[src/rtl/capture_if.sv]
// Sample-RAM port and SPI read port of the capture controller.
// master: the controller side; slave: the RAM/SPI environment.
interface capture_if;
    logic        spi_req;
    logic [7:0]  spi_addr;
    logic        spi_ack;
    logic [11:0] spi_rdata;
    logic        ram_we;
    logic        ram_re;
    logic [6:0]  ram_addr;
    logic [23:0] ram_wdata;
    logic [23:0] ram_rdata;

    modport master (
        input  spi_req, spi_addr, ram_rdata,
        output spi_ack, spi_rdata, ram_we, ram_re, ram_addr, ram_wdata
    );

    modport slave (
        output spi_req, spi_addr, ram_rdata,
        input  spi_ack, spi_rdata, ram_we, ram_re, ram_addr, ram_wdata
    );
endinterface

[src/rtl/capture_ctrl.sv]
// Captures the first and last 64 samples of a packet into a 128-entry RAM and serves SPI reads.
// Define CAPTURE_AUTO_REARM_EN to re-arm automatically after each completed capture.
module capture_ctrl #(
    parameter int PKT_LEN_W = 16
) (
    input  logic                 clk,
    input  logic                 rst,
    input  logic [11:0]          I_in,
    input  logic [11:0]          Q_in,
    input  logic                 valid_data,
    input  logic [PKT_LEN_W-1:0] pkt_len,
    input  logic                 capture_start,
    capture_if.master            bus,
    output logic                 busy,
    output logic                 capture_done,
    output logic                 len_err
);
    localparam logic [2:0] S_IDLE  = 3'd0;
    localparam logic [2:0] S_ARMED = 3'd1;
    localparam logic [2:0] S_HEAD  = 3'd2;
    localparam logic [2:0] S_SKIP  = 3'd3;
    localparam logic [2:0] S_TAIL  = 3'd4;
    localparam logic [2:0] S_DONE  = 3'd5;

    localparam logic [PKT_LEN_W-1:0] MIN_LEN_C   = PKT_LEN_W'(8'd128);
    localparam logic [PKT_LEN_W-1:0] HALF_C      = PKT_LEN_W'(8'd64);
    localparam logic [PKT_LEN_W-1:0] HEAD_LAST_C = PKT_LEN_W'(8'd63);
    localparam logic [PKT_LEN_W-1:0] ONE_C       = PKT_LEN_W'(1'b1);
    localparam logic [PKT_LEN_W-1:0] ZERO_C      = PKT_LEN_W'(1'b0);

    logic [2:0]           state_q, state_d;
    logic [PKT_LEN_W-1:0] sample_count_q, sample_count_d;
    logic                 len_err_q, len_err_d;
    logic                 busy_q, done_q;
    logic                 ram_we_q, ram_re_q, spi_ack_q, rd_lsb_q;
    logic [6:0]           ram_addr_q;
    logic [23:0]          ram_wdata_q;

    logic                 store_s, rd_issue_s;
    logic [6:0]           store_addr_s, tail_addr_s;
    logic [PKT_LEN_W-1:0] last_idx_s, tail_start_s;

    assign last_idx_s   = pkt_len - ONE_C;
    assign tail_start_s = pkt_len - HALF_C;
    // Tail slots run 64..127, so modulo-128 arithmetic on the low bits is exact.
    assign tail_addr_s  = 7'd64 + sample_count_q[6:0] - tail_start_s[6:0];
    // A pending store owns the RAM port; one read in flight at a time.
    assign rd_issue_s   = bus.spi_req & ~store_s & ~ram_re_q;

    // Next-state logic: sample counter, capture FSM and store decision.
    always_comb begin
        state_d        = state_q;
        sample_count_d = sample_count_q;
        len_err_d      = len_err_q;
        store_s        = 1'b0;
        store_addr_s   = 7'd0;
        if (valid_data) begin
            if (sample_count_q >= last_idx_s) begin
                sample_count_d = ZERO_C;
            end else begin
                sample_count_d = sample_count_q + ONE_C;
            end
        end else begin
            sample_count_d = sample_count_q;
        end
        case (state_q)
            S_IDLE: begin
                if (capture_start) begin
                    if (pkt_len >= MIN_LEN_C) begin
                        state_d   = S_ARMED;
                        len_err_d = 1'b0;
                    end else begin
                        len_err_d = 1'b1;
                    end
                end else begin
                    state_d = S_IDLE;
                end
            end
            S_ARMED: begin
                if (valid_data && (sample_count_q == ZERO_C)) begin
                    store_s      = 1'b1;
                    store_addr_s = sample_count_q[6:0];
                    state_d      = S_HEAD;
                end else begin
                    state_d = S_ARMED;
                end
            end
            S_HEAD: begin
                if (valid_data) begin
                    store_s      = 1'b1;
                    store_addr_s = sample_count_q[6:0];
                    if (sample_count_q == HEAD_LAST_C) begin
                        state_d = (pkt_len == MIN_LEN_C) ? S_TAIL : S_SKIP;
                    end else begin
                        state_d = S_HEAD;
                    end
                end else begin
                    state_d = S_HEAD;
                end
            end
            S_SKIP: begin
                if (valid_data && (sample_count_q == tail_start_s)) begin
                    store_s      = 1'b1;
                    store_addr_s = tail_addr_s;
                    state_d      = S_TAIL;
                end else begin
                    state_d = S_SKIP;
                end
            end
            S_TAIL: begin
                if (valid_data) begin
                    store_s      = 1'b1;
                    store_addr_s = tail_addr_s;
                    state_d      = (sample_count_q == last_idx_s) ? S_DONE : S_TAIL;
                end else begin
                    state_d = S_TAIL;
                end
            end
            S_DONE: begin
`ifdef CAPTURE_AUTO_REARM_EN
                state_d = S_ARMED;
`else
                if (capture_start) begin
                    state_d = S_ARMED;
                end else begin
                    state_d = S_DONE;
                end
`endif
            end
            default: begin
                state_d = S_IDLE;
            end
        endcase
    end

    // State, status flags and the registered RAM/SPI port.
    always_ff @(posedge clk or negedge rst) begin
        if (!rst) begin
            state_q        <= S_IDLE;
            sample_count_q <= ZERO_C;
            len_err_q      <= 1'b0;
            busy_q         <= 1'b0;
            done_q         <= 1'b0;
            ram_we_q       <= 1'b0;
            ram_re_q       <= 1'b0;
            ram_addr_q     <= 7'd0;
            ram_wdata_q    <= 24'd0;
            spi_ack_q      <= 1'b0;
            rd_lsb_q       <= 1'b0;
        end else begin
            state_q        <= state_d;
            sample_count_q <= sample_count_d;
            len_err_q      <= len_err_d;
            busy_q         <= (state_d == S_ARMED) || (state_d == S_HEAD) ||
                              (state_d == S_SKIP)  || (state_d == S_TAIL);
            done_q         <= (state_d == S_DONE);
            ram_we_q       <= store_s;
            ram_re_q       <= rd_issue_s;
            spi_ack_q      <= ram_re_q;
            if (store_s) begin
                ram_addr_q  <= store_addr_s;
                ram_wdata_q <= {I_in, Q_in};
            end else if (rd_issue_s) begin
                ram_addr_q  <= bus.spi_addr[7:1];
            end else begin
                ram_addr_q  <= ram_addr_q;
            end
            if (rd_issue_s) begin
                rd_lsb_q <= bus.spi_addr[0];
            end else begin
                rd_lsb_q <= rd_lsb_q;
            end
        end
    end

    assign busy          = busy_q;
    assign capture_done  = done_q;
    assign len_err       = len_err_q;
    assign bus.ram_we    = ram_we_q;
    assign bus.ram_re    = ram_re_q;
    assign bus.ram_addr  = ram_addr_q;
    assign bus.ram_wdata = ram_wdata_q;
    assign bus.spi_ack   = spi_ack_q;
    // RAM data arrives in the ack cycle; the half-word select was captured at issue.
    assign bus.spi_rdata = spi_ack_q ? (rd_lsb_q ? bus.ram_rdata[11:0] : bus.ram_rdata[23:12]) : 12'd0;
endmodule

[src/flat_wrapper.sv]
// flat-port wrapper written by rule: the top's interface ports become plain ports
module capture_ctrl_flat 
#(
    parameter int PKT_LEN_W = 16
)
  (clk, rst, I_in, Q_in, valid_data, pkt_len, capture_start, busy, capture_done, len_err, bus_spi_req, bus_spi_addr, bus_ram_rdata, bus_spi_ack, bus_spi_rdata, bus_ram_we, bus_ram_re, bus_ram_addr, bus_ram_wdata);
  capture_if bus_i ();
  input  logic clk;
  input  logic rst;
  input  logic [11:0] I_in;
  input  logic [11:0] Q_in;
  input  logic valid_data;
  input  logic [PKT_LEN_W-1:0] pkt_len;
  input  logic capture_start;
  output logic busy;
  output logic capture_done;
  output logic len_err;
  input wire logic [$bits(bus_i.spi_req)-1:0] bus_spi_req;
  input wire logic [$bits(bus_i.spi_addr)-1:0] bus_spi_addr;
  input wire logic [$bits(bus_i.ram_rdata)-1:0] bus_ram_rdata;
  output wire logic [$bits(bus_i.spi_ack)-1:0] bus_spi_ack;
  output wire logic [$bits(bus_i.spi_rdata)-1:0] bus_spi_rdata;
  output wire logic [$bits(bus_i.ram_we)-1:0] bus_ram_we;
  output wire logic [$bits(bus_i.ram_re)-1:0] bus_ram_re;
  output wire logic [$bits(bus_i.ram_addr)-1:0] bus_ram_addr;
  output wire logic [$bits(bus_i.ram_wdata)-1:0] bus_ram_wdata;
  assign bus_i.spi_req = bus_spi_req;
  assign bus_i.spi_addr = bus_spi_addr;
  assign bus_i.ram_rdata = bus_ram_rdata;
  assign bus_spi_ack = bus_i.spi_ack;
  assign bus_spi_rdata = bus_i.spi_rdata;
  assign bus_ram_we = bus_i.ram_we;
  assign bus_ram_re = bus_i.ram_re;
  assign bus_ram_addr = bus_i.ram_addr;
  assign bus_ram_wdata = bus_i.ram_wdata;
  capture_ctrl #(.PKT_LEN_W(PKT_LEN_W)) u_core (.clk(clk), .rst(rst), .I_in(I_in), .Q_in(Q_in), .valid_data(valid_data), .pkt_len(pkt_len), .capture_start(capture_start), .bus(bus_i), .busy(busy), .capture_done(capture_done), .len_err(len_err));
endmodule
[config.mk]
export PLATFORM = sky130hd
export DESIGN_NAME = capture_ctrl_flat
export DESIGN_NICKNAME = d
export VERILOG_FILES = /design/src/rtl/capture_if.sv /design/src/rtl/capture_ctrl.sv /design/src/flat_wrapper.sv
export SDC_FILE = /design/constraint.sdc
export NUM_CORES = 1
export LEC_CHECK = 0
export CAP_MARGIN = 25
export CORE_ASPECT_RATIO = 1.4
export CORE_MARGIN = 2
export CORE_UTILIZATION = 48
export CTS_CLUSTER_DIAMETER = 120
export DETAILED_ROUTE_END_ITERATION = 6
export PLACE_DENSITY = 0.85
export SETUP_SLACK_MARGIN = 0.3
export SLEW_MARGIN = 20
export SYNTH_ARGS = -nofsm -noshare
export SYNTH_HDL_FRONTEND = slang
export SYNTH_SLANG_ARGS = --single-unit
export TNS_END_PERCENT = 20
[constraint.sdc]
create_clock -name clk -period 2.85 [get_ports clk]
set_input_delay 0.4275 -clock clk [delete_from_list [all_inputs] [get_ports clk]]
set_output_delay 0.4275 -clock clk [all_outputs]
set_load 0.1 [all_outputs]
# Word level (Yosys, flattened, before mapping)

Index checks and enable logic that the tools add are counted.

$add $sub $neg: 5
Multipliers: 0
Divide/modulo/power cells: 0
$lt $le $gt $ge: 2
Equal/unequal tests: 14
Shifts and indexed selects: 0
Multiplexer cells: 26
Bitwise logic cells: 4
Reductions and logical operators: 10

Operator list:

| cell                    | number |
|---|---|
| $mux W7                 | 6 |
| $eq A16 B16 Y1          | 2 |
| $pmux W7 S4             | 1 |
| $mux W12                | 2 |
| $mux W3                 | 8 |
| $pmux W3 S6             | 1 |
| $add A16 B1 Y16 const B | 1 |
| $eq A16 B6 Y1 const B   | 1 |
| $eq A16 B8 Y1 const B   | 1 |
| $ge A16 B16 Y1          | 1 |
| $ge A16 B8 Y1 const B   | 1 |
| $logic_not A16 Y1       | 1 |
| $mux W16                | 1 |
| $sub A16 B1 Y16 const B | 1 |
| $sub A16 B7 Y16 const B | 1 |
| $eq A3 B2 Y1 const B    | 4 |
| $eq A3 B3 Y1 const B    | 4 |
| $add A7 B7 Y7 const A   | 1 |
| $sub A7 B7 Y7           | 1 |
| $eq A3 B1 Y1 const B    | 2 |
| $mux W1                 | 5 |
| $logic_not A3 Y1        | 1 |
| $logic_or A1 B1 Y1      | 3 |
| $pmux W1 S3             | 1 |
| 7 further kinds         | 10 |

Register bits: 57
Latch bits: 0
Bits in writable memories: 0
ROM bits: 0
Input port bits: 77
Logic and storage cells: 72
Memories kept: 0

# Logic depth before layout (Yosys ltp)

Gate-level depths: netlist of run 1.

Word-level depth: 10
Gate-level depth with buffers: 16

# Least setup slack after synthesis of run 1

Ideal clock, no wire load.

Path kind: input port to flip-flop
Start: input port pkt_len[3]
End: register u_core.sample_count_q[1]
Arrival: 3.175 ns
Path slack: -0.466 ns
Cell stages on the path: 13
Cell sequence: or3_1 -> nor3b_1 -> and2_1 -> nand2b_1 -> xor2_1 -> ha_1 -> nand4_1 -> nor2_1 -> o21ai_0 -> a21oi_1 -> or2_2 -> clkbuf_1 -> o22ai_1

Word-level cells in the longest chain between the ends: 3

RTL lines:

| what                 | line                | source |
|---|---|---|
| start, declared      | flat_wrapper.sv:13  | `input logic [PKT_LEN_W-1:0] pkt_len;` |
| $sub A16 B1 Y16      | capture_ctrl.sv:43  | `assign last_idx_s = pkt_len - ONE_C;` |
| $ge A16 B16 Y1       | capture_ctrl.sv:58  | `if (sample_count_q >= last_idx_s) begin` |
| $mux W16             | capture_ctrl.sv:58  |  |
| end signal, assigned | capture_ctrl.sv:152 | `sample_count_q <= sample_count_d;` |
| end, declared        | capture_ctrl.sv:32  | `logic [PKT_LEN_W-1:0] sample_count_q, sample_count_d;` |

No other way between the ends.
A chain may end at the register's enable or synchronous reset.

# Worst setup path in the final report of run 1

Start: input port pkt_len[2]
End: register u_core.busy_q, in the netlist u_core.busy

Word-level cells in the longest chain between the ends: 9
Elaborated cells between the ends (all ways): 23
Classes of those cells: add/sub: 2; order compare: 1; eq/ne: 7; mux: 9; reduce/logical: 4

RTL lines:

| what                                                | line                                                         | source |
|---|---|---|
| $sub A16 B1 Y16, or another cell as far along       | capture_ctrl.sv:43                                           |  |
| $eq A16 B16 Y1, or another cell as far along        | capture_ctrl.sv:114                                          | `state_d = (sample_count_q == last_idx_s) ? S_DONE : S_TAIL;` |
| $mux W1, or another cell as far along               | capture_ctrl.sv:114                                          |  |
| $mux W3 (on tied branches)                          | capture_ctrl.sv:111, capture_ctrl.sv:89, capture_ctrl.sv:102 |  |
| $pmux W3 S6 (*)                                     | capture_ctrl.sv:66                                           | `case (state_q)` |
| $eq A3 B1 Y1 / $eq A3 B2 Y1 (equally long branches) | capture_ctrl.sv:154                                          | `busy_q <= (state_d == S_ARMED) \|\| (state_d == S_HEAD) \|\|` |
| $logic_or A1 B1 Y1 (2 in a row)                     | capture_ctrl.sv:154                                          |  |
| $logic_or A1 B1 Y1 (*)                              | capture_ctrl.sv:155                                          | `(state_d == S_SKIP) \|\| (state_d == S_TAIL);` |
| end signal, assigned                                | capture_ctrl.sv:154                                          |  |
| end, declared                                       | capture_ctrl.sv:34                                           | `logic busy_q, done_q;` |

Every way passes the cells marked *; elsewhere a longest branch is shown, timed or not.

==> summary.json, run 1 <==
{
  "grt": {
    "grt_resource_usage_total_pct": 30.3,
    "globalRouteMet2Util_pct": 55.1,
    "grt_most_used_layer": "met2",
    "gr-total-overflow": 0,
    "maximum_number_of_pins_on_one_net_before_global_route_repair": 35,
    "grt_pass1_vias": 4715,
    "number_of_antenna_violations_at_the_first_check_in_global_routing": 0,
    "grt_pass1_wl_um": 23300,
    "gr-usage-met1_pct": 32.2,
    "grt_util_met3_pct": 7.55
  },
  "cts": {
    "clk_pin_slew_worst_paths_ps": 50,
    "cts-htree-levels": 3,
    "numCtsBuffers": 9,
    "cts_root_buffer": "sky130_fd_sc_hd__clkbuf_16",
    "cts_tree": "yes",
    "worstSkewPairLatency_ps": 330,
    "cts.sink_count": 57,
    "max-clock-path-buffers": 2
  },
  "critical_path": {
    "worst-path-max-fanout": 4,
    "worst-endpoint-arrival_ps": 3110,
    "timing.critical_path.from_type": "input port",
    "timing.reg2reg.setup_slack_ps": 220,
    "cp_data_required_time_ps": 3040,
    "timing.reg2reg.worst_path_depth": 12,
    "timing.setup.critical_path_class": "input port to flip-flop",
    "r2r_start": "u_core.sample_count_q[0]$_DFFE_PN0P_",
    "worst_r2r_endpoint": "u_core.rd_lsb_q$_DFFE_PN0P_",
    "cp-end-kind": "flip-flop"
  },
  "placement": {
    "dpl_cell_area_um2": 5980,
    "gp_congestion": 0.911,
    "placedCellCount": 704,
    "dpl.hpwl_um": 10100,
    "io_buffers": 125
  },
  "logic_synthesis": {
    "synthesis.nets": 541,
    "seq_area_frac_synth_pct": 33.3,
    "postSynth.topFlopCell": "sky130_fd_sc_hd__dfrtp_1",
    "mapped_cells": 431,
    "post_synth_fa_ha_maj_area_fraction_pct": 9.80,
    "ys_ff_latch": 57,
    "netlist-cell-type-count": 60,
    "netlist_area_um2": 4290,
    "muxShareOfSynthArea_pct": 11.5,
    "post_synth_xor_area_fraction_pct": 8.78,
    "syn-mean-instance-area_um2": 9.95,
    "synth-compound-area-share_pct": 13.9,
    "synth.yosys.warnings": 0,
    "number_of_enable_flip_flop_cells_after_synthesis": 0,
    "async_reset_ff_share_pct": 100,
    "yosys.area_share.simple_pct": 17.7,
    "main_combinational_cell_family_by_area_after_synthesis": "simple AND/OR/NAND/NOR gates"
  },
  "pwr": {
    "p_total_mw": 6.48,
    "power.density_nw_per_um2": 964,
    "irDropWorstVdd_uv": 1330,
    "leakagePower_nw": 3.11
  },
  "layout": {
    "num-fill-cells": 515,
    "nNetsFinal": 733,
    "seqCellArea_um2": 1430,
    "leading_cell_types_in_the_layout_fill_and_taps_excluded": "sky130_fd_sc_hd__buf_4, sky130_fd_sc_hd__clkdlybuf4s50_1, sky130_fd_sc_hd__dfrtp_1",
    "post-route-util_pct": 77.7,
    "multi_input_logic_area_um2": 3030,
    "post_route_cells_drive_above_1_share_pct": 40.4,
    "antenna_cells": 0,
    "finish.cell_count_without_fillers": 733,
    "most_common_cell_after_layout_fill_and_taps_aside": "sky130_fd_sc_hd__buf_4",
    "flow.area_growth_from_synthesis_pct": 56.9,
    "fin_area_um2": 6730
  },
  "min_path": {
    "worstHoldPathType": "input port to flip-flop",
    "timing.hold.worst_endpoint": "u_core.len_err$_DFFE_PN0P_",
    "hold_start": "pkt_len[7]",
    "worstHoldPathCells": 2
  },
  "timing": {
    "finalMaxSlewViolations": 0,
    "fmax_mhz": 342,
    "final.setup.worst_slack_ps": -75.6,
    "final_min_period_over_clock_period_pct": 103,
    "finalClockSkew_ps": 7.27,
    "tightestPinTransition_ps": 665,
    "timing.final.crit_period_ps": 2930,
    "setup_violators_final": 1,
    "worst_hold_slack_after_final_layout_ps": 318,
    "slew-limit-headroom_pct": 55.7,
    "grt_setup_unrepaired": "yes",
    "final_hold_viol_count": 0
  },
  "drt": {
    "drt_pass1_iterations": 5,
    "drt_iter0_markers": 310,
    "vias": 4438,
    "antenna_left": 0,
    "routed_wl_um": 15700,
    "drc_errors_left": 0,
    "viasPerCell": 6.05,
    "post_drt_wl_per_cell_um": 21.4
  },
  "status": {
    "failed_checks": "negative setup slack",
    "run_status": "finished, violations left"
  },
  "floorplanning": {
    "core_region_area_um2": 8660,
    "floorplan.initialDensity_pct": 49.5,
    "row_count": 40,
    "floorplan.die.height_um": 116,
    "die_w_um": 83.9,
    "die-area_um2": 9720,
    "ios": 126
  },
  "run": {
    "cap_viol_max_count": 0
  }
}
metrics by stage:
step | worst slack, ps | TNS [ps]
floorplan | -144 | -2770
global placement | -557 | -21790
detailed placement | -592 | -24580
CTS | 164 | 0
global route | -272 | -680
finish | -75.6 | -75.6
cell families (layout without fill, tap and decap cells):
group	count (synthesis)	count (layout)
and+or+nand+nor	131	134
AOI/OAI and AO/OA	84	84
DFF	57	57
buffers and inverters	44	238
xor gates and xnor gates	43	43
muxes	39	39
adders and majority gates	33	33
critical path, cell delays in order:
cell and delay (ps):
sky130_fd_sc_hd__buf_6 90, sky130_fd_sc_hd__or3_4 430, sky130_fd_sc_hd__nor3_2 190, sky130_fd_sc_hd__nand2_1 140
sky130_fd_sc_hd__nor2_1 150, sky130_fd_sc_hd__xnor2_1 110, sky130_fd_sc_hd__ha_1 320, sky130_fd_sc_hd__nand4_1 130
sky130_fd_sc_hd__nor2_2 250, sky130_fd_sc_hd__a41oi_2 220, sky130_fd_sc_hd__nor2_2 230, sky130_fd_sc_hd__o21ba_4 190
sky130_fd_sc_hd__a21o_1 130, sky130_fd_sc_hd__a21oi_1 70
report_power, final:
part / internal [mW] / switching [mW] / leakage, nW
logic: 1.33 / 2.62 / 2.25
registers: 1.07 / 0.257 / 0.712
clock network: 0.813 / 0.391 / 0.155
total: 3.21 / 3.27 / 3.11
what timing repair did:
action | 4_1_cts | 5_1_grt
setup endpoints to repair | 55 | 54
buffers inserted | 6 | 2
hold buffers | 1 | 0
hold endpoints to repair | 6 | 0
pin swaps | 41 | 19
gates resized for setup | 77 | 33
gates cloned | 3 | 1
area by class of cell:
| class | instances | share of cell area, % |
|---|---|---|
| Multi-Input combinational cell | 333 | 45.0 |
| Clock buffer | 12 | 3.81 |
| Inverter | 21 | 1.17 |
| Tap cell | 105 | 1.95 |
| Clock inverter | 4 | 1.12 |
| Timing Repair Buffer | 201 | 25.8 |
| Sequential cell | 57 | 21.2 |
synth_stat cells (3+ instances only):
library cell | count | area share, %
sky130_fd_sc_hd__dfrtp_1 | 57 | 33
sky130_fd_sc_hd__ha_1 | 32 | 9.3
sky130_fd_sc_hd__xnor2_1 | 27 | 5.5
sky130_fd_sc_hd__inv_1 | 21 | 1.8
sky130_fd_sc_hd__a21oi_1 | 20 | 2.3
sky130_fd_sc_hd__mux2_4 | 19 | 6.7
sky130_fd_sc_hd__nand2_1 | 19 | 1.7
sky130_fd_sc_hd__nor2_1 | 17 | 1.5
sky130_fd_sc_hd__xor2_1 | 16 | 3.3
sky130_fd_sc_hd__clkbuf_1 | 15 | 1.3
sky130_fd_sc_hd__nor2b_1 | 14 | 2.0
sky130_fd_sc_hd__mux2i_1 | 13 | 3.0
sky130_fd_sc_hd__nand3_1 | 13 | 1.5
sky130_fd_sc_hd__nor3_1 | 12 | 1.4
sky130_fd_sc_hd__a2bb2oi_1 | 11 | 2.2
sky130_fd_sc_hd__a21o_1 | 10 | 1.8
sky130_fd_sc_hd__o211ai_1 | 8 | 1.4
sky130_fd_sc_hd__and3_1 | 7 | 1.0
sky130_fd_sc_hd__mux2_2 | 7 | 1.8
sky130_fd_sc_hd__nand4_1 | 7 | 1.0
sky130_fd_sc_hd__o21ai_0 | 6 | 0.70
sky130_fd_sc_hd__a31oi_1 | 5 | 0.73
sky130_fd_sc_hd__nand2b_1 | 5 | 0.73
sky130_fd_sc_hd__nor4_1 | 5 | 0.73
sky130_fd_sc_hd__o21a_1 | 5 | 0.88
sky130_fd_sc_hd__nand3b_1 | 4 | 0.70
sky130_fd_sc_hd__nor4b_1 | 4 | 0.82
sky130_fd_sc_hd__or2_2 | 4 | 0.58
sky130_fd_sc_hd__or3_1 | 4 | 0.58
sky130_fd_sc_hd__buf_1 | 3 | 0.26
sky130_fd_sc_hd__or4_1 | 3 | 0.53
state kept, by name, summed over array words and instances (netlist names):
name,flops
u_core.bus.ram_we,1
u_core.sample_count_q,16
u_core.capture_done,1
u_core.state_q,3
u_core.busy,1
u_core.bus.ram_wdata,24
u_core.len_err,1
u_core.bus.spi_ack,1
u_core.rd_lsb_q,1
u_core.bus.ram_re,1
u_core.bus.ram_addr,7
routing by layer:
layer	share of wire [%]	vias to the layer above	wire (um)
met2	53	266	8300
met5	0	-	0
li1	-	1953	-
met1	34	2124	5310
met3	7.4	95	1160
met4	5.9	0	934
worst max path at each step:
stage,from,endpoint
after global placement,pkt_len[3],u_core.state_q[0]$_DFF_PN0_
final,pkt_len[2],u_core.busy$_DFF_PN0_
after CTS,pkt_len[2],u_core.sample_count_q[4]$_DFFE_PN0P_
after global routing,pkt_len[2],u_core.busy$_DFF_PN0_
after floorplan,u_core.bus.spi_ack$_DFF_PN0_,bus_spi_rdata[1]
after detailed placement,pkt_len[3],u_core.state_q[0]$_DFF_PN0_
Power figures use the tool's default switching activity.
==> run 2, diff against run 1 <==
- CORE_MARGIN: 2 -> not set
==> summary.json, run 2 (synthesis gave the netlist of run 1 again) <==
{
  "floorplanning": {
    "core_region_area": {"value": 8610, "unit": "um^2", "change": "-0.58%"},
    "die_w": {"value": 81.9, "unit": "um", "change": "-2.4%"},
    "die-area": {"value": 9320, "unit": "um^2", "change": "-4.1%"},
    "floorplan.die.height": {"value": 114, "unit": "um", "change": "-1.7%"},
    "row_count": {"value": 40, "change": "unchanged"},
    "ios": {"value": 126, "change": "unchanged"},
    "floorplan.initialDensity": {"value": 49.8, "unit": "%", "change": "+0.29 points"}
  },
  "critical_path": {
    "cp_data_required_time": {"value": 3050, "unit": "ps", "change": "about the same"},
    "worst_path_max_delay_cell": "sky130_fd_sc_hd__or3_4",
    "critPathBufInv": {"value": 6, "change": "+5"},
    "worst_path_dominant_cell_family": "buffers and inverters",
    "cp-end-kind": "flip-flop",
    "timing.critical_path.from_type": "input port",
    "crit_path_max_incr_delay": {"value": 420, "unit": "ps", "change": "about the same"},
    "worstPathCellList": "dlygate4sd2_1 > or3_4 > buf_4 > or3_1 > nand4b_1 > a211oi_2 > buf_4 > a21oi_4 > buf_12 > buf_8 > buf_6 > a2bb2oi_2 > a2bb2oi_2",
    "worst-endpoint-arrival": {"value": 2950, "unit": "ps", "change": "-160 ps"},
    "worst-path-max-fanout": {"value": 7, "change": "+3"},
    "timing.setup.critical_path_class": "input port to flip-flop"
  },
  "timing": {
    "fmax": {"value": 363, "unit": "MHz", "change": "+6.1%"},
    "timing.final.crit_period": {"value": 2760, "unit": "ps", "change": "-168 ps"},
    "worst_hold_slack_after_final_layout": {"value": 245, "unit": "ps", "change": "-72.9 ps"},
    "final_min_period_over_clock_period": {"value": 96.8, "unit": "%", "change": "-5.9 points"},
    "setup_violators_final": {"value": 0, "change": "-1"},
    "tightestPinTransition": {"value": 735, "unit": "ps", "change": "+69.4 ps"},
    "finalMaxSlewViolations": {"value": 0, "change": "unchanged"},
    "final_hold_viol_count": {"value": 0, "change": "unchanged"},
    "grt_setup_unrepaired": "yes",
    "finalClockSkew": {"value": 10.7, "unit": "ps", "change": "+3.48 ps"},
    "slew-limit-headroom": {"value": 51.0, "unit": "%", "change": "-4.6 points"}
  },
  "placement": {
    "io_buffers": {"value": 125, "change": "unchanged"},
    "dpl.hpwl": {"value": 10100, "unit": "um", "change": "-0.44%"},
    "gp_congestion": {"value": 0.947, "change": "+3.9%"}
  },
  "drt": {
    "vias": {"value": 4402, "change": "-0.81%"},
    "routed_wl": {"value": 15400, "unit": "um", "change": "-2.2%"},
    "drt_iter0_markers": {"value": 225, "change": "-27%"},
    "antenna_left": {"value": 0, "change": "unchanged"},
    "drt_pass1_iterations": {"value": 5, "change": "unchanged"},
    "viasPerCell": {"value": 5.96, "change": "-1.6%"},
    "drc_errors_left": {"value": 0, "change": "unchanged"},
    "post_drt_wl_per_cell": {"value": 20.8, "unit": "um", "change": "-3.0%"}
  },
  "status": {
    "run_status": "completed"
  },
  "pwr": {
    "leakagePower": {"value": 3.12, "unit": "nW", "change": "+0.34%"},
    "power.density": {"value": 936, "unit": "nW/um^2", "change": "-2.8%"},
    "irDropWorstVdd": {"value": 1250, "unit": "uV", "change": "-6.0%"}
  },
  "cts": {
    "numCtsBuffers": {"value": 9, "change": "unchanged"},
    "cts.sink_count": {"value": 57, "change": "unchanged"},
    "max-clock-path-buffers": {"value": 2, "change": "unchanged"},
    "cts-htree-levels": {"value": 3, "change": "unchanged"},
    "worstSkewPairLatency": {"value": 330, "unit": "ps", "change": "about the same"},
    "post_cts_hold_buffer_count": {"value": 0, "change": "-1"},
    "cts_tree": "yes",
    "clk_pin_slew_worst_paths": {"value": 50, "unit": "ps", "change": "about the same"},
    "cts_root_buffer": "sky130_fd_sc_hd__clkbuf_16"
  },
  "layout": {
    "nNetsFinal": {"value": 739, "change": "+0.82%"},
    "leading_cell_types_in_the_layout_fill_and_taps_excluded": "sky130_fd_sc_hd__buf_4, sky130_fd_sc_hd__clkdlybuf4s50_1, sky130_fd_sc_hd__dfrtp_1",
    "num-fill-cells": {"value": 547, "change": "+6.2%"},
    "post-route-util": {"value": 77.9, "unit": "%", "change": "+0.19 points"},
    "seqCellArea": {"value": 1430, "unit": "um^2", "change": "unchanged"},
    "largest_register_ffs": {"value": 24, "change": "unchanged"},
    "post_route_cells_drive_above_1_share": {"value": 40.1, "unit": "%", "change": "-0.38 points"},
    "flow.area_growth_from_synthesis_pct": 56.4,
    "antenna_cells": {"value": 0, "change": "unchanged"},
    "multi_input_logic_area": {"value": 3020, "unit": "um^2", "change": "-0.33%"},
    "most_common_cell_after_layout_fill_and_taps_aside": "sky130_fd_sc_hd__buf_4"
  },
  "grt": {
    "grt_pass1_vias": {"value": 4565, "change": "-3.2%"},
    "gr-total-overflow": {"value": 0, "change": "unchanged"},
    "maximum_number_of_pins_on_one_net_before_global_route_repair": {"value": 58, "change": "+66%"},
    "grt_resource_usage_total": {"value": 31.6, "unit": "%", "change": "+1.3 points"},
    "number_of_antenna_violations_at_the_first_check_in_global_routing": {"value": 0, "change": "unchanged"},
    "grt_pass1_wl": {"value": 22000, "unit": "um", "change": "-5.3%"}
  },
  "min_path": {
    "worstHoldPathType": "input port to asynchronous set/reset pin"
  },
  "run": {
    "cap_viol_max_count": {"value": 0, "change": "unchanged"}
  }
}
## run 2: what timing repair did
item / in CTS / in global routing
gates resized for setup: 86 / 25
cloned: 2 / 1
endpoints found under the setup margin: 55 / 53
pin swaps: 35 / 8
buffers inserted: 9 / 1
## run 2: worst reg2reg max path: stages, from the launching register on
cell and delay (ps):
sky130_fd_sc_hd__dfrtp_1 430, sky130_fd_sc_hd__ha_4 290, sky130_fd_sc_hd__nand4_1 130, sky130_fd_sc_hd__nor4_2 330, sky130_fd_sc_hd__o211ai_1 180, sky130_fd_sc_hd__a211oi_2 180
sky130_fd_sc_hd__buf_4 170, sky130_fd_sc_hd__a21oi_4 60, sky130_fd_sc_hd__buf_12 150, sky130_fd_sc_hd__buf_8 140, sky130_fd_sc_hd__buf_6 140, sky130_fd_sc_hd__a2bb2oi_2 200
sky130_fd_sc_hd__a2bb2oi_2 160
## run 2: per-layer routing
layer / wire, um / vias to the layer above / global-route usage [%]
met3: 882 / 78 / 8.56
met2: 8150 / 231 / 56.5
met5: 0 / - / 0
met4: 957 / 0 / 18.1
met1: 5380 / 2125 / 31.8
li1: - / 1968 / -
## run 2: power breakdown
group / total (mW) / internal [mW] / leakage, nW / switching (mW)
combinational: 3.96 / 1.33 / 2.27 / 2.62
clock: 0.994 / 0.630 / 0.139 / 0.364
sequential: 1.33 / 1.07 / 0.712 / 0.257
## run 2: path summary, 6_finish.rpt
path	startpoint	end	slack, ps	depth (start not counted)
setup / recovery	pkt_len[10]	u_core.bus.ram_addr[3]$_DFFE_PN0P_	90	13
hold / removal	rst	u_core.sample_count_q[12]$_DFFE_PN0P_	240	2
setup reg to reg	u_core.sample_count_q[4]$_DFFE_PN0P_	u_core.bus.ram_addr[3]$_DFFE_PN0P_	210	12
hold reg to reg	u_core.bus.ram_re$_DFF_PN0_	u_core.bus.spi_ack$_DFF_PN0_	420	0
max in group asynchronous	rst	u_core.busy$_DFF_PN0_	2110	2
min in group clk	u_core.bus.ram_re$_DFF_PN0_	u_core.bus.spi_ack$_DFF_PN0_	420	0
## run 2: area by class of cell
class | instances | area share, %
clock buffer | 13 | 3.88
inverter | 21 | 1.18
sequential | 57 | 21.3
clock inverter | 3 | 0.224
multi-input combinational | 333 | 45.0
timing repair buffer | 207 | 26.5
tap | 105 | 1.96
## run 2: per-stage QoR
stage          TNS [ps]  total power [mW]  setup WS (ps)  std cells  cell area [um^2]
6_report              0              6.28           92.4        739              6710
5_1_grt               0              6.50           37.1        739              6710
3_3_place_gp     -21350              4.86           -546        710              6020
4_1_cts               0              6.06            181        737              6550
3_5_place_dp     -23960              4.96           -603        710              6020
2_1_floorplan     -2770              3.95           -144        431              4400
==> RTL edit 1: new RTL, config.mk and constraints of run 2 <==
Build with the macro `CAPTURE_AUTO_REARM_EN` defined.
--- a/src/rtl/capture_ctrl.sv
+++ b/src/rtl/capture_ctrl.sv
@@ -1,4 +1,6 @@
 // Captures the first and last 64 samples of a packet into a 128-entry RAM and serves SPI reads.
 // Define CAPTURE_AUTO_REARM_EN to re-arm automatically after each completed capture.
+`define CAPTURE_AUTO_REARM_EN
+
 module capture_ctrl #(
     parameter int PKT_LEN_W = 16
Check against the original RTL: no difference found for any inputs over 10 cycles, from zero or initial values and one cycle with rst low; that may be too few to reach the edited logic, so the function may still have changed.
==> RTL edit 1 against run 2 <==
The flow now finishes with violations (setup timing); setup slack got worse by 0.096 ns; synthesized area shrank 3.8%; total power down 2.2%; wire length down 11%; sequential cell count unchanged; final area fell by 4.6%; critical path depth up 1.
==> RTL edit 1: results (changes against run 2) <==
| Metric | Value |
|---|---|
| Slew @ Worst Pin | `0.6586 ns (was 0.7346 ns)` |
| Violated checks | `setup timing` |
| Post-Place Setup Slack | `-0.7141 ns (was -0.6030 ns)` |
| Leak pwr | `3.174 nW (was 3.123 nW)` |
| Total GRT Usage | `0.3089 (was 0.3158)` |
| Synth area leaders | `dfrtp_1, ha_1, nand2_1, xnor2_1, mux2i_1 (was dfrtp_1, ha_1, mux2_4, xnor2_1, xor2_1)` |
| Filler cell count | `541 (was 547)` |
| Layout cells sized above 1 | `0.2944 (was 0.4006)` |
| Worst reg2reg path endpoint | `u_core.state_q[1] (was u_core.bus.ram_addr[3])` |
| Final Net Count | `782 (was 739)` |
| Worst Clk Skew | `0.007045 ns (was 0.01074 ns)` |
| R2R Path Start | `u_core.sample_count_q[5] (was u_core.sample_count_q[4])` |
| Tightest Hold Check Type | `register to register (was primary input to asynchronous set/reset pin)` |
| Finished Cell Area | `6400 µm² (was 6705 µm²)` |
| Dpl hpwl | `10.03 mm (was 10.05 mm)` |
| Outcome | `complete, but fails checks (was finished clean)` |
| Worst ir drop on vdd | `0.001189 V (was 0.001246 V)` |
| WL met3 | `985 µm (was 882 µm)` |
| Footprint of the multi-input gates | `2719 µm² (was 3017 µm²)` |
| Clock-cell share | `0.04418 (was 0.04105)` |
| RePlAce Congestion | `0.9260 (was 0.9467)` |
| FF+latch count | `57 (unchanged)` |
| Syn Nets | `590 (was 541)` |
| Non-clock inverter count | `26 (was 21)` |
| Final number of setup-violating endpoints | `1 (was 0)` |
| Setup WS post-layout | `-0.003128 ns (was 0.09245 ns)` |
==> RTL edit 1: critical path, delay by kind of cell <==
family                   cells  cell delay (ns)
AND/OR/NAND/NOR              5             1.04
AO/OA/AOI/OAI                3             0.58
adder cells (fa/ha/maj)      2             0.42
multiplexers                 1             0.26
buffers and inverters        2             0.18
XOR/XNOR                     1             0.16
==> RTL edit 1: kinds of logic after synthesis <==
logic type | count (synthesis) | share of synthesized area
multiplexers | 23 | 0.05825
buffers and inverters | 47 | 0.05158
AO/OA/AOI/OAI | 58 | 0.1016
XOR/XNOR | 38 | 0.08070
adder cells (fa/ha/maj) | 34 | 0.1050
AND/OR/NAND/NOR | 222 | 0.2570
flip-flops | 57 | 0.3459
==> RTL edit 1: worst max-delay path by stage <==
stage | startpoint | endpoint | slack, ns | depth (start not counted)
4_1_cts | pkt_len[6] | u_core.sample_count_q[0] | -0.007 | 14
3_5_place_dp | pkt_len[6] | u_core.sample_count_q[11] | -0.71 | 14
6_report | pkt_len[6] | u_core.sample_count_q[0] | -0.003 | 14
3_3_place_gp | pkt_len[6] | u_core.sample_count_q[11] | -0.64 | 14
2_1_floorplan | u_core.bus.spi_ack | bus_spi_rdata[1] | -0.14 | 2
5_1_grt | pkt_len[6] | u_core.sample_count_q[0] | -0.14 | 14
==> RTL edit 1: power groups by stage <==
stage	sequential, mW	clock [mW]	combinational [mW]
2_1_floorplan	2.85	0	1.07
3_3_place_gp	1.30	0	3.58
3_5_place_dp	1.31	0	3.66
4_1_cts	1.31	1.00	3.73
5_1_grt	1.35	1.05	4.01
6_report	1.32	1.00	3.82
==> RTL edit 1: what timing repair did <==
action                                  CTS  global route
cloned                                    0             1
endpoints found under the setup margin   55            55
setup buffers                             6             2
hold endpoints to repair                 12             0
hold buffers                              1             0
resized for setup                        45            36
pin swaps                                20            27
==> RTL edit 2: new RTL, config.mk and constraints of run 2 <==
Without the edit above. Register the output `len_err` once more, with the module's reset; this adds one clock of latency there. The other outputs are not delayed to match.
--- a/src/rtl/capture_ctrl.sv
+++ b/src/rtl/capture_ctrl.sv
@@ -176,5 +176,11 @@
     assign busy          = busy_q;
     assign capture_done  = done_q;
-    assign len_err       = len_err_q;
+    always_ff @(posedge clk or negedge rst) begin
+        if (!rst) begin
+            len_err <= '0;
+        end else begin
+            len_err <= len_err_q;
+        end
+    end
     assign bus.ram_we    = ram_we_q;
     assign bus.ram_re    = ram_re_q;
Formal check against the unedited RTL: not equivalent (a bounded check fails within 4 cycles, from zero or initial values and one cycle with rst low).
==> RTL edit 2 against run 2 <==
The flow now finishes with violations (DRC, setup timing); synthesized area is 2.2% lower; total power is 8.4% higher; sequential cell count is 1 higher; final area is 1.0% lower; hold slack worse by 0.23 ns; via count is 2.7% lower; clock skew is 0.0026 ns lower; setup slack worse by 0.52 ns; wire length is 11% lower; final cell count is 0.14% higher; critical path depth is 2 higher; largest cell class unchanged.
==> RTL edit 2: results (changes against run 2) <==
| Metric | Value |
|---|---|
| Outcome | `complete, but fails checks (was finished clean)` |
| Violated checks | `DRC, setup timing` |
| Met2 Use GR | `0.5518 (was 0.5647)` |
| Synth Area in XOR/XNOR | `0.09134 (was 0.08783)` |
| CP Max Fanout | `6 (was 7)` |
| RePlAce Congestion | `0.9328 (was 0.9467)` |
| GR Layer Usage met1 | `0.2890 (was 0.3182)` |
| Comb power | `4.26 mW (was 3.96 mW)` |
| Critical Path Sink | `u_core.sample_count_q[2] (was u_core.bus.ram_addr[3])` |
| Setup WS post-layout | `-0.4322 ns (was 0.09245 ns)` |
| Mux cell area share after synthesis | `0.09851 (was 0.1153)` |
| Post-Syn Instances | `426 (was 431)` |
| Dpl hpwl | `9.701 mm (was 10.05 mm)` |
| Final number of setup-violating endpoints | `43 (was 0)` |
| Met2 wire length | `7.246 mm (was 8.145 mm)` |
| Post-DP Area | `5869 µm² (was 6025 µm²)` |
| 1st-iter DRT viols | `202 (was 225)` |
| Drt drc | `1 (was 0)` |
| Net switching power | `3.566 mW (was 3.242 mW)` |
| PortBufs | `125 (unchanged)` |
| Worst ir drop on vdd | `0.001102 V (was 0.001246 V)` |
| Distinct cell type count after synthesis | `61 (was 60)` |
| Flop-to-flop setup slack | `0.24 ns (was 0.21 ns)` |
| DR vias/cell | `5.785 (was 5.957)` |
| DRT Pass-1 Iters | `7 (was 5)` |
| Register area share after synthesis | `0.3463 (was 0.3327)` |
| Filler cell count | `514 (was 547)` |
| Largest net degree at the start of global routing | `43 (was 58)` |
| Num CTS Buffers | `9 (unchanged)` |
| Post-synthesis compound-gate area fraction | `0.1182 (was 0.1389)` |
| R2R Path Start | `u_core.sample_count_q[1] (was u_core.sample_count_q[4])` |
| Final Net Count | `740 (was 739)` |
| Synth area leaders | `dfrtp_1, ha_1, mux2_2, xnor2_1, nor2b_1 (was dfrtp_1, ha_1, mux2_4, xnor2_1, xor2_1)` |
| Syn Nets | `536 (was 541)` |
| Routed via count | `4281 (was 4402)` |
| M3 GR Usage | `0.06423 (was 0.08560)` |
| Worst reg2reg path endpoint | `u_core.busy (was u_core.bus.ram_addr[3])` |
| Setup TNS | `-7.484 ns (was 0 ns)` |
| Relative slew slack | `0.5454 (was 0.5103)` |
| Total power | `6.808 mW (was 6.279 mW)` |
| WL met3 | `1.107 mm (was 882 µm)` |
| Critical path origin | `pkt_len[2] (was pkt_len[10])` |
| Worst Path Arrival | `3.50 ns (was 2.95 ns)` |
| Metal-1 WL | `4.513 mm (was 5.375 mm)` |
| R2R depth | `9 (was 12)` |
| Post-Synth Adder-Cell Area | `0.1003 (was 0.09804)` |
| Worst Clk Skew | `0.008186 ns (was 0.01074 ns)` |
| Finished Cell Area | `6635 µm² (was 6705 µm²)` |
RTL edit 2: changes by cell type in the layout (fill, tap and decap cells not counted), sizes merged, moves of 4 or more:
cell,delta
o21ai,+7
a2bb2oi,-4
nand2b,-4
a21oi,-13
nor2b,+9
o211ai,-5
a21o,-5
nor2,+12
RTL edit 2: timing repair:
item / in CTS / in global routing
pin swaps: 28 / 29
setup endpoints to repair: 54 / 54
setup buffers: 19 / 3
gates resized for setup: 54 / 44
hold buffers: 0 / 0
RTL edit 2: metrics by stage:
stage               setup WS (ns)  hold slack (ns)
floorplan                 -0.5182           0.1319
global placement           -1.080           0.3656
global route              -0.5075          0.03870
CTS                       -0.4654          0.02695
detailed placement         -1.257           0.3780
finish                    -0.4322          0.01716
RTL edit 2: final cells by class:
class,instances,area share
Timing Repair Buffer,211,0.2787
Multi-Input combinational cell,327,0.4188
Inverter,23,0.01414
Tap cell,105,0.01980
Clock inverter,4,0.01113
Clock buffer,12,0.03866
Sequential cell,58,0.2187
RTL edit 2: critical path, stage by stage:
cell and delay, ns:
dlygate4sd2_1 0.29, or3b_4 0.42, nor3_4 0.27, buf_6 0.14, buf_6 0.09, nand2_2 0.04, xor2_1 0.14, ha_1 0.28
and3_4 0.17, or3b_4 0.38, a211o_1 0.23, o211ai_1 0.13, buf_4 0.21, nor2_4 0.05, a22o_1 0.21
RTL edit 2: worst min-delay path by stage:
stage               start                      to  cells after the start
floorplan             rst  u_core.bus.ram_addr[0]                      0
global placement      rst       u_core.state_q[0]                      1
detailed placement    rst       u_core.state_q[0]                      1
CTS                   rst       u_core.state_q[0]                      1
global route          rst       u_core.state_q[0]                      1
finish                rst        u_core.len_err_q                      1
